[src/rtl/seven_segment_reader.sv]
// -----------------------------------------------------------------------------
// seven_segment_reader
//
// Receive end of a multiplexed seven-segment display bus. The segment,
// decimal-point and digit-enable lines of a scanned NDIGITS display are
// synchronised, filtered for stability and decoded back into BCD. One full
// scan (digit 0 first, ascending) is presented as a frame with a one-cycle
// frame_valid strobe.
//
// Optional build macro:
//   COMMON_ANODE_EN  - when defined, seg/dp/digit_en are active-low and are
//                      inverted before the synchroniser. Undefined (default)
//                      means common-cathode, active-high lines.
//
// Parameters:
//   NDIGITS        number of multiplexed digits (2..8)
//   STABLE_CYCLES  cycles a pattern must hold before it is captured (>=2)
//
// Ports:
//   clk          system clock
//   rst_n        asynchronous active-low reset
//   seg[6:0]     segment lines, seg[6]=A .. seg[0]=G (asynchronous)
//   dp           decimal-point line (asynchronous)
//   digit_en     digit select, expected one-hot (asynchronous)
//   bcd          recovered codes, digit i in bcd[4i+3:4i]
//   dp_out       recovered decimal points
//   frame_valid  one-cycle strobe, bcd/dp_out/frame_err just updated
//   frame_err    last frame held an unrecognised segment pattern
// -----------------------------------------------------------------------------
module seven_segment_reader #(
    parameter int NDIGITS       = 4,
    parameter int STABLE_CYCLES = 16
) (
    input  logic                   clk,
    input  logic                   rst_n,
    input  logic [6:0]             seg,
    input  logic                   dp,
    input  logic [NDIGITS-1:0]     digit_en,
    output logic [4*NDIGITS-1:0]   bcd,
    output logic [NDIGITS-1:0]     dp_out,
    output logic                   frame_valid,
    output logic                   frame_err
);

    localparam int VEC_W = 8 + NDIGITS;
    localparam int CNT_W = $clog2(STABLE_CYCLES + 1);
    localparam int IDX_W = $clog2(NDIGITS);

    localparam logic [CNT_W-1:0] CNT_SAT  = CNT_W'(STABLE_CYCLES);
    localparam logic [CNT_W-1:0] CNT_PRE  = CNT_W'(STABLE_CYCLES - 1);
    localparam logic [IDX_W-1:0] LAST_IDX = IDX_W'(NDIGITS - 1);

    typedef enum logic [1:0] {
        SYNC_WAIT,
        COLLECT,
        EMIT
    } stateT;

    // Segment pattern {A..G} to code; 4'hF flags an unrecognised pattern.
    function automatic logic [3:0] decodeSeg(input logic [6:0] s);
        logic [3:0] code;
        case (s)
            7'b1111110: code = 4'h0;
            7'b0110000: code = 4'h1;
            7'b1101101: code = 4'h2;
            7'b1111001: code = 4'h3;
            7'b0110011: code = 4'h4;
            7'b1011011: code = 4'h5;
            7'b1011111: code = 4'h6;
            7'b1110000: code = 4'h7;
            7'b1111111: code = 4'h8;
            7'b1111011: code = 4'h9;
            7'b0000001: code = 4'hA;
            7'b0000000: code = 4'hB;
            default:    code = 4'hF;
        endcase
        return code;
    endfunction

    // Saturating increment for the stability counter.
    function automatic logic [CNT_W-1:0] satInc(input logic [CNT_W-1:0] c);
        return (c == CNT_SAT) ? c : c + CNT_W'(1);
    endfunction

    // Position of the set bit of a one-hot enable vector.
    function automatic logic [IDX_W-1:0] digitIndex(input logic [NDIGITS-1:0] en);
        logic [IDX_W-1:0] idx;
        idx = '0;
        for (int i = 0; i < NDIGITS; i++) begin
            if (en[i]) idx = IDX_W'(i);
        end
        return idx;
    endfunction

    logic [VEC_W-1:0] pinVec;
    logic [VEC_W-1:0] syncVec_p0;
    logic [VEC_W-1:0] syncVec_p1;
    logic [VEC_W-1:0] prevVec_p2;
    logic [CNT_W-1:0] stableCnt;
    logic             vld_p2;

    logic [NDIGITS-1:0] capEn;
    logic [6:0]         capSeg;
    logic               capDp;
    logic [3:0]         capCode;
    logic               capBad;
    logic [IDX_W-1:0]   capIdx;
    logic               capOk;

    stateT              state;
    logic [IDX_W-1:0]   expected;
    logic [4*NDIGITS-1:0] shadowBcd;
    logic [NDIGITS-1:0] shadowDp;
    logic               errFlag;
    logic [4*NDIGITS-1:0] insertBcd;
    logic [NDIGITS-1:0] insertDp;

    // ---- Polarity normalisation (combinational, ahead of the synchroniser)
`ifdef COMMON_ANODE_EN
    assign pinVec = ~{digit_en, dp, seg};
`else
    assign pinVec = {digit_en, dp, seg};
`endif

    // ---- Stage p0/p1: two-flop synchroniser; p2: previous-sample register
    always_ff @(posedge clk or negedge rst_n) begin
        if (!rst_n) begin
            syncVec_p0 <= '0;
            syncVec_p1 <= '0;
            prevVec_p2 <= '0;
        end else begin
            syncVec_p0 <= pinVec;
            syncVec_p1 <= syncVec_p0;
            prevVec_p2 <= syncVec_p1;
        end
    end

    // ---- Stability filter: counts cycles the synchronised vector held still
    always_ff @(posedge clk or negedge rst_n) begin
        if (!rst_n) begin
            stableCnt <= '0;
        end else if (syncVec_p1 != prevVec_p2) begin
            stableCnt <= '0;
        end else begin
            stableCnt <= satInc(stableCnt);
        end
    end

    // Fires only on the single step into saturation, so a held pattern is
    // captured exactly once.
    assign vld_p2 = (syncVec_p1 == prevVec_p2) && (stableCnt == CNT_PRE);

    // ---- Capture decode
    assign capEn   = prevVec_p2[VEC_W-1:8];
    assign capDp   = prevVec_p2[7];
    assign capSeg  = prevVec_p2[6:0];
    assign capCode = decodeSeg(capSeg);
    assign capBad  = (capCode == 4'hF);
    assign capIdx  = digitIndex(capEn);
    // Blanking (no enable) or overlapping enables are not a valid digit.
    assign capOk   = vld_p2 && $onehot(capEn);

    // Shadow frame with the captured digit merged in.
    always_comb begin
        insertBcd = shadowBcd;
        insertDp  = shadowDp;
        for (int i = 0; i < NDIGITS; i++) begin
            if (capIdx == IDX_W'(i)) begin
                insertBcd[4*i +: 4] = capCode;
                insertDp[i]         = capDp;
            end
        end
    end

    // ---- Frame assembly FSM. Outputs load on the capture edge of the last
    //      digit so that frame_valid is high during the EMIT cycle.
    always_ff @(posedge clk or negedge rst_n) begin
        if (!rst_n) begin
            state       <= SYNC_WAIT;
            expected    <= '0;
            shadowBcd   <= '0;
            shadowDp    <= '0;
            errFlag     <= 1'b0;
            bcd         <= '0;
            dp_out      <= '0;
            frame_valid <= 1'b0;
            frame_err   <= 1'b0;
        end else begin
            frame_valid <= 1'b0;
            case (state)
                SYNC_WAIT: begin
                    if (capOk && (capIdx == '0)) begin
                        shadowBcd <= insertBcd;
                        shadowDp  <= insertDp;
                        errFlag   <= capBad;
                        expected  <= IDX_W'(1);
                        state     <= COLLECT;
                    end
                end
                COLLECT: begin
                    if (capOk) begin
                        if (capIdx == expected) begin
                            shadowBcd <= insertBcd;
                            shadowDp  <= insertDp;
                            errFlag   <= errFlag | capBad;
                            expected  <= expected + IDX_W'(1);
                            if (capIdx == LAST_IDX) begin
                                bcd         <= insertBcd;
                                dp_out      <= insertDp;
                                frame_err   <= errFlag | capBad;
                                frame_valid <= 1'b1;
                                state       <= EMIT;
                            end
                        end else if (capIdx == '0) begin
                            shadowBcd <= insertBcd;
                            shadowDp  <= insertDp;
                            errFlag   <= capBad;
                            expected  <= IDX_W'(1);
                        end else begin
                            state <= SYNC_WAIT;
                        end
                    end
                end
                EMIT: begin
                    state <= SYNC_WAIT;
                end
                default: begin
                    state <= SYNC_WAIT;
                end
            endcase
        end
    end

endmodule
[config.mk]
export PLATFORM = sky130hd
export DESIGN_NAME = seven_segment_reader
export DESIGN_NICKNAME = d
export VERILOG_FILES = /design/src/rtl/seven_segment_reader.sv
export SDC_FILE = /design/constraint.sdc
export NUM_CORES = 1
export LEC_CHECK = 0
export BUFFER_PORTS_ARGS = -buffer_cell sky130_fd_sc_hd__buf_2
export CORE_UTILIZATION = 58
export DETAILED_ROUTE_END_ITERATION = 6
export PLACE_DENSITY_LB_ADDON = 0.08
export SKIP_CTS_REPAIR_TIMING = 1
export SYNTH_ARGS = -nofsm -noshare
export SYNTH_HDL_FRONTEND = slang
export SYNTH_SLANG_ARGS = --single-unit
[constraint.sdc]
create_clock -name clk -period 3.6 [get_ports clk]
set_input_delay 0.18 -clock clk [delete_from_list [all_inputs] [get_ports clk]]
set_output_delay 0.18 -clock clk [all_outputs]
set_load 0.005 [all_outputs]
==> results of run 1 <==
[final timing paths]
check | from | slack, ns | to | cells past startpoint
max | prevVec_p2[11]$_DFF_PN0_ | 0.28 | shadowBcd[5]$_DFFE_PN0P_ | 9
min reg2reg | syncVec_p0[0]$_DFF_PN0_ | 0.35 | syncVec_p1[0]$_DFF_PN0_ | 0
max reg2reg | prevVec_p2[11]$_DFF_PN0_ | 0.28 | shadowBcd[5]$_DFFE_PN0P_ | 9
min | rst_n | -0.02 | bcd[8]$_DFFE_PN0P_ | 1
max in group asynchronous | rst_n | 2.96 | syncVec_p0[9]$_DFF_PN0_ | 1
min in group clk | syncVec_p0[0]$_DFF_PN0_ | 0.35 | syncVec_p1[0]$_DFF_PN0_ | 0
[cell usage after synthesis, types with 3 or more instances]
| master | number |
|---|---|
| sky130_fd_sc_hd__or4_1 | 3 |
| sky130_fd_sc_hd__inv_1 | 21 |
| sky130_fd_sc_hd__mux2i_1 | 12 |
| sky130_fd_sc_hd__nor2_1 | 9 |
| sky130_fd_sc_hd__dfrtp_1 | 83 |
| sky130_fd_sc_hd__and3_1 | 3 |
| sky130_fd_sc_hd__nor2b_1 | 5 |
| sky130_fd_sc_hd__nor3_1 | 7 |
| sky130_fd_sc_hd__a211oi_1 | 3 |
| sky130_fd_sc_hd__buf_2 | 7 |
| sky130_fd_sc_hd__xnor2_1 | 3 |
| sky130_fd_sc_hd__o21ai_0 | 10 |
| sky130_fd_sc_hd__xor2_1 | 14 |
| sky130_fd_sc_hd__nand2_1 | 27 |
| sky130_fd_sc_hd__mux2_2 | 9 |
| sky130_fd_sc_hd__a21oi_1 | 7 |
| sky130_fd_sc_hd__o21ai_1 | 7 |
| sky130_fd_sc_hd__ha_1 | 5 |
| sky130_fd_sc_hd__nand3_1 | 5 |
| sky130_fd_sc_hd__clkbuf_1 | 10 |
| sky130_fd_sc_hd__or3_1 | 4 |
| sky130_fd_sc_hd__nand4_1 | 4 |
| sky130_fd_sc_hd__and4b_1 | 3 |
[power groups by stage]
stage / sequential, W / clock [W] / combinational [W]
final: 0.000974 / 0.000653 / 0.0000803
after global routing: 0.000977 / 0.000707 / 0.0000920
after CTS: 0.000974 / 0.000666 / 0.0000725
after detailed placement: 0.000992 / 0 / 0.0000719
after global placement: 0.000990 / 0 / 0.0000703
after floorplan: 0.000978 / 0 / 0.0000519
[cells in the final DEF, fill, tap and decap left out, types with 2 or more instances in the layout]
master,count
sky130_fd_sc_hd__and4b_1,3
sky130_fd_sc_hd__nor4_4,2
sky130_fd_sc_hd__nand2b_1,2
sky130_fd_sc_hd__clkbuf_1,2
sky130_fd_sc_hd__buf_2,34
sky130_fd_sc_hd__a21oi_1,7
sky130_fd_sc_hd__mux2i_1,12
sky130_fd_sc_hd__o21ai_1,7
sky130_fd_sc_hd__xnor2_1,3
sky130_fd_sc_hd__xor2_1,14
sky130_fd_sc_hd__nand4_1,4
sky130_fd_sc_hd__nand2_1,27
sky130_fd_sc_hd__and2_1,2
sky130_fd_sc_hd__nand3_1,5
sky130_fd_sc_hd__dfrtp_1,83
sky130_fd_sc_hd__or2_2,2
sky130_fd_sc_hd__a31oi_1,2
sky130_fd_sc_hd__ha_1,5
sky130_fd_sc_hd__a211oi_1,3
sky130_fd_sc_hd__or4_1,3
sky130_fd_sc_hd__clkbuf_8,10
sky130_fd_sc_hd__nand3b_1,2
sky130_fd_sc_hd__nor3_1,7
sky130_fd_sc_hd__nor4_2,2
sky130_fd_sc_hd__dlygate4sd3_1,12
sky130_fd_sc_hd__nor3b_1,2
sky130_fd_sc_hd__or3_1,4
sky130_fd_sc_hd__mux2_2,9
sky130_fd_sc_hd__buf_4,3
sky130_fd_sc_hd__and3_1,3
sky130_fd_sc_hd__nor2_1,9
sky130_fd_sc_hd__nor2b_1,5
sky130_fd_sc_hd__clkinvlp_4,2
sky130_fd_sc_hd__inv_1,21
sky130_fd_sc_hd__o21ai_0,10
[worst max-delay path: cells and delay by family, from the launching register on]
family        cells  cell delay, ns
simple gates      3            1.18
fa+ha+maj         3            0.93
flops             1            0.52
buf+inv           2            0.19
mux               1            0.39
[logic make-up after synthesis]
| family | count (synthesis) | share of synthesized area, % |
|---|---|---|
| buffers and inverters | 40 | 4.971 |
| AND/OR/NAND/NOR | 89 | 15.20 |
| AO/OA/AOI/OAI | 40 | 7.189 |
| adder cells (fa/ha/maj) | 6 | 2.361 |
| multiplexers | 22 | 6.653 |
| XOR/XNOR | 17 | 4.256 |
| flip-flops | 83 | 59.37 |
[metrics by stage]
step	setup slack [ns]	cells	util, %
2_1_floorplan	0.4063	297	-
3_3_place_gp	0.4168	387	64.95
3_5_place_dp	0.3053	387	64.95
4_1_cts	0.2857	403	68.39
5_1_grt	0.08290	415	70.50
6_report	0.2847	415	70.50
[registers in the layout, indices dropped and copies added, names as in the netlist]
| signal | flops |
|---|---|
| bcd | 16 |
| dp_out | 4 |
| errFlag | 1 |
| expected | 2 |
| frame_err | 1 |
| frame_valid | 1 |
| prevVec_p2 | 12 |
| shadowBcd | 12 |
| shadowDp | 3 |
| stableCnt | 5 |
| state | 2 |
| syncVec_p0 | 12 |
| syncVec_p1 | 12 |
[layer usage]
| metal | vias to the layer above | track usage [%] |
|---|---|---|
| li1 | 1097 | - |
| met1 | 1125 | 28.74 |
| met2 | 55 | 37.44 |
| met3 | 12 | 3.429 |
| met4 | 0 | 10.91 |
| met5 | - | 0 |
[layout make-up]
| cell class | count | area (sq um) | area share [%] |
|---|---|---|---|
| Clock inverter | 4 | 50.05 | 1.251 |
| Clock buffer | 12 | 145.1 | 3.627 |
| Multi-Input combinational cell | 174 | 1247 | 31.18 |
| Inverter | 21 | 78.83 | 1.970 |
| Tap cell | 72 | 90.09 | 2.251 |
| Sequential cell | 83 | 2077 | 51.91 |
| Timing Repair Buffer | 49 | 312.8 | 7.817 |
==> impl_metrics.csv, run 1 <==
group,metric,value,unit
outcome,result_of_the_run,"complete, but fails checks",
outcome,failed_checks,"negative hold slack",
timing,timing.clock.skew,0.007978,ns
clock_network,cts.clk_slew.worst_paths,0.08,ns
layout,diodes,0,
global_route,grtUsageTotal,22.50,%
die,floorplan.die.width,79.67,um
timing,worst_hold_slack_across_all_endpoints,-0.01509,ns
placement,routabilityCongestion,0.8312,
logic_synthesis,synthArstFlopShare,100.0,%
power,share_seq_of_total_power,57.0,%
setup_path,critical_path.max_stage_delay,0.52,ns
route,met2_length,3.111,mm
global_route,global_route_wire_length_before_repair,10.51,mm
global_route,pin_count_of_the_biggest_net_entering_global_routing,84,
route,route.detailed.vias_per_inst,5.516,
placement,dpl-instance-area,3686,sq um
timing,grt_setup_unrepaired,"no",
setup_path,start_kind,"register",
logic_synthesis,synth_ff_type,"sky130_fd_sc_hd__dfrtp_1",
timing,max_freq,0.3016,GHz
layout,layout.nets,358,
timing,timing.setup.tns,0,ns
worst_hold_path,min-delay-path-class,"input port to asynchronous set/reset pin",
timing,final.period_utilization,92.09,%
logic_synthesis,post_synth_net_total,317,
die,coreArea,5675,sq um
clock_network,cts_root_buffer,"sky130_fd_sc_hd__clkbuf_8",
global_route,global_route.overflow_total,0,
layout,fillerInstances,419,
route,count_of_antenna_violating_nets_left_after_detailed_routing,0,
logic_synthesis,post_synthesis_instance_area,3498,sq um
route,dr.pass1.iters,4,
route,highest-signal-layer,"met4",
timing,pins_over_their_slew_limit,0,
logic_synthesis,ys_ff_latch,83,
power,p_per_area,426.6,nW/um^2
logic_synthesis,synth.lib_cells_used.distinct,50,
timing,finalSetupViolations,0,
global_route,grt_pass1_vias,2230,
clock_network,clock-sinks,83,
power,internal_power,0.001325,W
timing,worst-slew-pin-transition,0.9924,ns
die,initial_utilization,61.64,%
setup_path,critical-path-slowest-cell,"sky130_fd_sc_hd__dfrtp_1",
logic_synthesis,post-synth-top-area-cell,"sky130_fd_sc_hd__dfrtp_1",
timing,finalCriticalPeriod,3.315,ns
clock_network,worst_skew_pair.late_latency,0.34,ns
power,pwr-share-comb,4.7,%
setup_path,cell_by_cell_listing_of_the_critical_path,"inv_1, fa_1, inv_1, ha_1, ha_1, nand4bb_1, or2_2, nor4_4, mux2_2",
setup_path,type_of_the_worst_setup_path,"register to register",
clock_network,cts-buffers-inserted,9,
layout,area_delta_synth_final,14.38,%
logic_synthesis,synth_largest_type_area_fraction,59.37,%
placement,port_buffers,35,
placement,post-dp-hpwl,4.079,mm
route,remaining_drcs,0,
timing,slew-limit-headroom,33.84,%
setup_path,critical_path_peak_fanout,11,
route,wire_per_inst,14.82,um
die,total_die_area,6347,sq um
logic_synthesis,netlist_instances,297,
layout,ratio_of_cells_with_drive_above_1_in_the_final_layout,20.12,%
logic_synthesis,yosysWarnings,0,
power,total_power,0.001707,W
route,initialDrtViolationCount,148,
power,irDropWorstVdd,0.3079,mV
setup_path,cp.required,3.83,ns
power,p_leak,1.858,nW
timing,final-hold-violation-count,6,
die,pin_count,36,
die,num_rows,27,
route,postRouteWirelength,6.150,mm
clock_network,clock_path_buffers,2,
logic_synthesis,synth_sequential_area_ratio,59.37,%
route,routedLengthMet1,2.750,mm
flow_run,max_cap_violations,0,
layout,fin_area,4001,sq um
power,clock_power_share,38.3,%
global_route,grt_antenna_before_repair,0,
power,switching_share,22.39,%
die,die-height,79.67,um
logic_synthesis,synth_edf_count,0,
logic_synthesis,yosys-top-cells-area,"sky130_fd_sc_hd__dfrtp_1 (59%), sky130_fd_sc_hd__xor2_1 (3.5%), sky130_fd_sc_hd__mux2i_1 (3.4%)",
route,detailroute.via_count,2289,
setup_path,crit_arrival,3.54,ns
clock_network,cts_tree,"done",
setup_path,setup.worst_path.end_class,"register",
power,total_switching_power,0.0003822,W
clock_network,h-tree-depth,3,
logic_synthesis,postSynthAreaPerCell,11.78,sq um
route,detailroute.wirelength.met3,161,um
(Power assumes the default switching activity.)
==> inputs of run 2 (changes only) <==
--- a/config.mk
+++ b/config.mk
@@ -5,11 +5,12 @@
 export SDC_FILE = /design/constraint.sdc
 export NUM_CORES = 1
 export LEC_CHECK = 0
+export ABC_AREA = 1
 export BUFFER_PORTS_ARGS = -buffer_cell sky130_fd_sc_hd__buf_2
-export CORE_UTILIZATION = 58
+export CORE_UTILIZATION = 59
+export CTS_BUF_LIST = sky130_fd_sc_hd__clkbuf_8
 export DETAILED_ROUTE_END_ITERATION = 6
 export PLACE_DENSITY_LB_ADDON = 0.08
-export SKIP_CTS_REPAIR_TIMING = 1
 export SYNTH_ARGS = -nofsm -noshare
 export SYNTH_HDL_FRONTEND = slang
 export SYNTH_SLANG_ARGS = --single-unit
==> impl_metrics.csv, run 2 <==
group,metric,value,unit
global_route,grtUsageTotal,25.02,%
die,initial_utilization,62.01,%
timing,timing.clock.skew,0.01596,ns
logic_synthesis,post_synth_net_total,479,
global_route,global_route.overflow_total,0,
global_route,grt_pass1_vias,3045,
layout,layout_commonest_cell,"sky130_fd_sc_hd__nand2_1",
setup_path,cell_by_cell_listing_of_the_critical_path,"inv_2, fa_1, inv_1, ha_1, ha_1, nor2_1, and3_1, nand3_2, nor2_2, buf_4, inv_2, nand2_1, o21ai_1",
setup_path,timing.critical_path.depth,13,
die,floorplan.die.width,84.39,um
setup_path,critical_path_peak_fanout,23,
placement,post-place-ws,0.5455,ns
power,total_switching_power,0.0004393,W
setup_path,timing.critical_path.max_delay_family,"adder cells",
logic_synthesis,postSynthAreaPerCell,8.726,sq um
logic_synthesis,synth_top_family_by_area,"simple AND/OR/NAND/NOR gates",
setup_path,timing.reg2reg.worst_path_depth,13,
route,dr.pass1.iters,6,
setup_path,crit_buf_inv,4,
timing,grt_setup_unrepaired,"no",
route,detailroute.via_count,3066,
logic_synthesis,synth.lib_cells_used.distinct,33,
power,clock_power_share,41.5,%
power,switching_share,22.61,%
layout,largestRegisters,"bcd x16, shadowBcd x16",
die,num_rows,29,
worst_hold_path,min-delay-path-class,"input port to asynchronous set/reset pin",
layout,layout.nets,528,
timing,finalCriticalPeriod,3.166,ns
clock_network,clock-sinks,88,
power,pwr-share-comb,5.7,%
layout,diodes,0,
logic_synthesis,synthTopCellsByCount,"sky130_fd_sc_hd__nand2_1 (159), sky130_fd_sc_hd__dfrtp_1 (88), sky130_fd_sc_hd__nand3_1 (50)",
logic_synthesis,synth_largest_type_area_fraction,54.98,%
die,coreArea,6459,sq um
logic_synthesis,synthArstFlopShare,100.0,%
logic_synthesis,synth_sequential_area_ratio,54.98,%
power,irDropWorstVdd,0.2513,mV
logic_synthesis,mux_cell_area_share_after_synthesis,0,%
layout,area_delta_synth_final,13.93,%
power,internal_power,0.001503,W
clock_network,cts-buffers-inserted,9,
timing,timing.setup.tns,0,ns
logic_synthesis,synth_adder_area_share,2.062,%
power,share_seq_of_total_power,52.9,%
layout,ratio_of_cells_with_drive_above_1_in_the_final_layout,17.42,%
global_route,pin_count_of_the_biggest_net_entering_global_routing,89,
logic_synthesis,ys_ff_latch,88,
logic_synthesis,netlist_instances,459,
logic_synthesis,synth_edf_count,0,
outcome,result_of_the_run,"complete, but fails checks",
timing,final.period_utilization,87.94,%
timing,final-hold-violation-count,0,
timing,pins_over_their_slew_limit,0,
clock_network,clock_path_buffers,2,
clock_network,cts.clk_slew.worst_paths,0.08,ns
logic_synthesis,synth-compound-area-share,3.530,%
route,postRouteWirelength,7.932,mm
logic_synthesis,post_synthesis_instance_area,4005,sq um
clock_network,cts_tree,"done",
timing,worst-slew-pin-transition,1.063,ns
timing,finalSetupViolations,0,
layout,fillerInstances,504,
logic_synthesis,post_synthesis_share_of_cell_area_spent_on_and_or_nand_and_nor_gates,31.90,%
logic_synthesis,yosysWarnings,0,
setup_path,crit_arrival,3.40,ns
setup_path,type_of_the_worst_setup_path,"register to register",
logic_synthesis,synth_ff_type,"sky130_fd_sc_hd__dfrtp_1",
clock_network,hold_buffers,12,
logic_synthesis,xor_xnor_portion_of_the_synthesized_cell_area,1.093,%
layout,fin_area,4563,sq um
setup_path,cp.required,3.83,ns
logic_synthesis,yosys-top-cells-area,"sky130_fd_sc_hd__dfrtp_1 (55%), sky130_fd_sc_hd__nand2_1 (15%), sky130_fd_sc_hd__nand3_1 (6.2%)",
layout,utilization,70.65,%
die,total_die_area,7122,sq um
setup_path,worst-r2r-setup-slack,0.43,ns
power,p_leak,2.456,nW
route,wire_per_inst,13.49,um
power,p_per_area,425.7,nW/um^2
die,pin_count,36,
global_route,global_route_wire_length_before_repair,13.83,mm
clock_network,post_cts.resized_instances,0,
timing,max_freq,0.3159,GHz
timing,setup_ws,0.4342,ns
clock_network,h-tree-depth,3,
setup_path,setup.worst_path.end_class,"register",
layout,mostFrequentLayoutCells,"sky130_fd_sc_hd__nand2_1 (159), sky130_fd_sc_hd__dfrtp_1 (88), sky130_fd_sc_hd__nand3_1 (50), sky130_fd_sc_hd__inv_1 (41), sky130_fd_sc_hd__buf_2 (34)",
placement,post-dp-hpwl,5.109,mm
outcome,failed_checks,"design-rule violations",
placement,port_buffers,35,
route,route.detailed.vias_per_inst,5.214,
setup_path,critical-path-slowest-cell,"sky130_fd_sc_hd__dfrtp_1",
placement,dpl-instance-area,4213,sq um
logic_synthesis,synth.most_common_cell,"sky130_fd_sc_hd__nand2_1",
timing,slew-limit-headroom,29.11,%
logic_synthesis,post-synth-top-area-cell,"sky130_fd_sc_hd__dfrtp_1",
placement,routabilityCongestion,0.8843,
route,count_of_antenna_violating_nets_left_after_detailed_routing,0,
global_route,grt_antenna_before_repair,0,
clock_network,cts_root_buffer,"sky130_fd_sc_hd__clkbuf_8",
die,die-height,84.39,um
flow_run,max_cap_violations,0,
setup_path,critical_path.max_stage_delay,0.62,ns
route,initialDrtViolationCount,244,
route,remaining_drcs,6,
clock_network,worst_skew_pair.late_latency,0.36,ns
setup_path,start_kind,"register",
clock_network,post-cts-setup-buffers,0,
run 2: power by group through the flow:
stage / combinational, W / clock [W] / sequential (W)
5_1_grt: 0.000126 / 0.000851 / 0.00103
4_1_cts: 0.000110 / 0.000818 / 0.00103
3_5_place_dp: 0.0000986 / 0 / 0.00105
2_1_floorplan: 0.0000615 / 0 / 0.00104
3_3_place_gp: 0.0000957 / 0 / 0.00104
6_report: 0.000110 / 0.000805 / 0.00103
run 2: area by class of cell:
cell class / count / area (sq um) / share of cell area (%)
timing repair buffer: 48 / 305.3 / 6.690
clock buffer: 9 / 123.9 / 2.715
sequential: 88 / 2202 / 48.26
tap: 77 / 96.34 / 2.111
multi-input combinational: 312 / 1545 / 33.86
clock inverter: 5 / 106.4 / 2.331
inverter: 49 / 183.9 / 4.031
run 2: through the flow:
step	instances	hold WS [ns]	power, W
after global routing	588	0.1018	0.002008
after floorplan	459	-0.1156	0.001102
after global placement	562	0.2876	0.001140
after CTS	588	0.05724	0.001955
final	588	0.003221	0.001943
after detailed placement	562	0.2893	0.001145
run 2: metal layers:
metal	GRT usage [%]	share of wire (%)	vias up	routed length, um
met5	0	0	-	0
met4	9.091	1.6	0	126
met3	4.523	4.6	10	365
met2	41.28	48	75	3785
met1	33.67	46	1450	3655
li1	-	-	1531	-
run 2: cell families after synthesis:
logic type	Yosys count
AOI/OAI and AO/OA	24
xor gates and xnor gates	5
adders and majority gates	6
buffers and inverters	59
DFF	88
and+or+nand+nor	277
run 2: final timing paths:
check,from,end
min reg2reg,syncVec_p0[4]$_DFF_PN0_,syncVec_p1[4]$_DFF_PN0_
max,prevVec_p2[11]$_DFF_PN0_,dp_out[0]$_DFFE_PN0P_
max reg2reg,prevVec_p2[11]$_DFF_PN0_,dp_out[0]$_DFFE_PN0P_
min in group clk,syncVec_p0[4]$_DFF_PN0_,syncVec_p1[4]$_DFF_PN0_
max in group asynchronous,rst_n,expected[1]$_DFFE_PN0P_
min,rst_n,syncVec_p0[5]$_DFF_PN0_
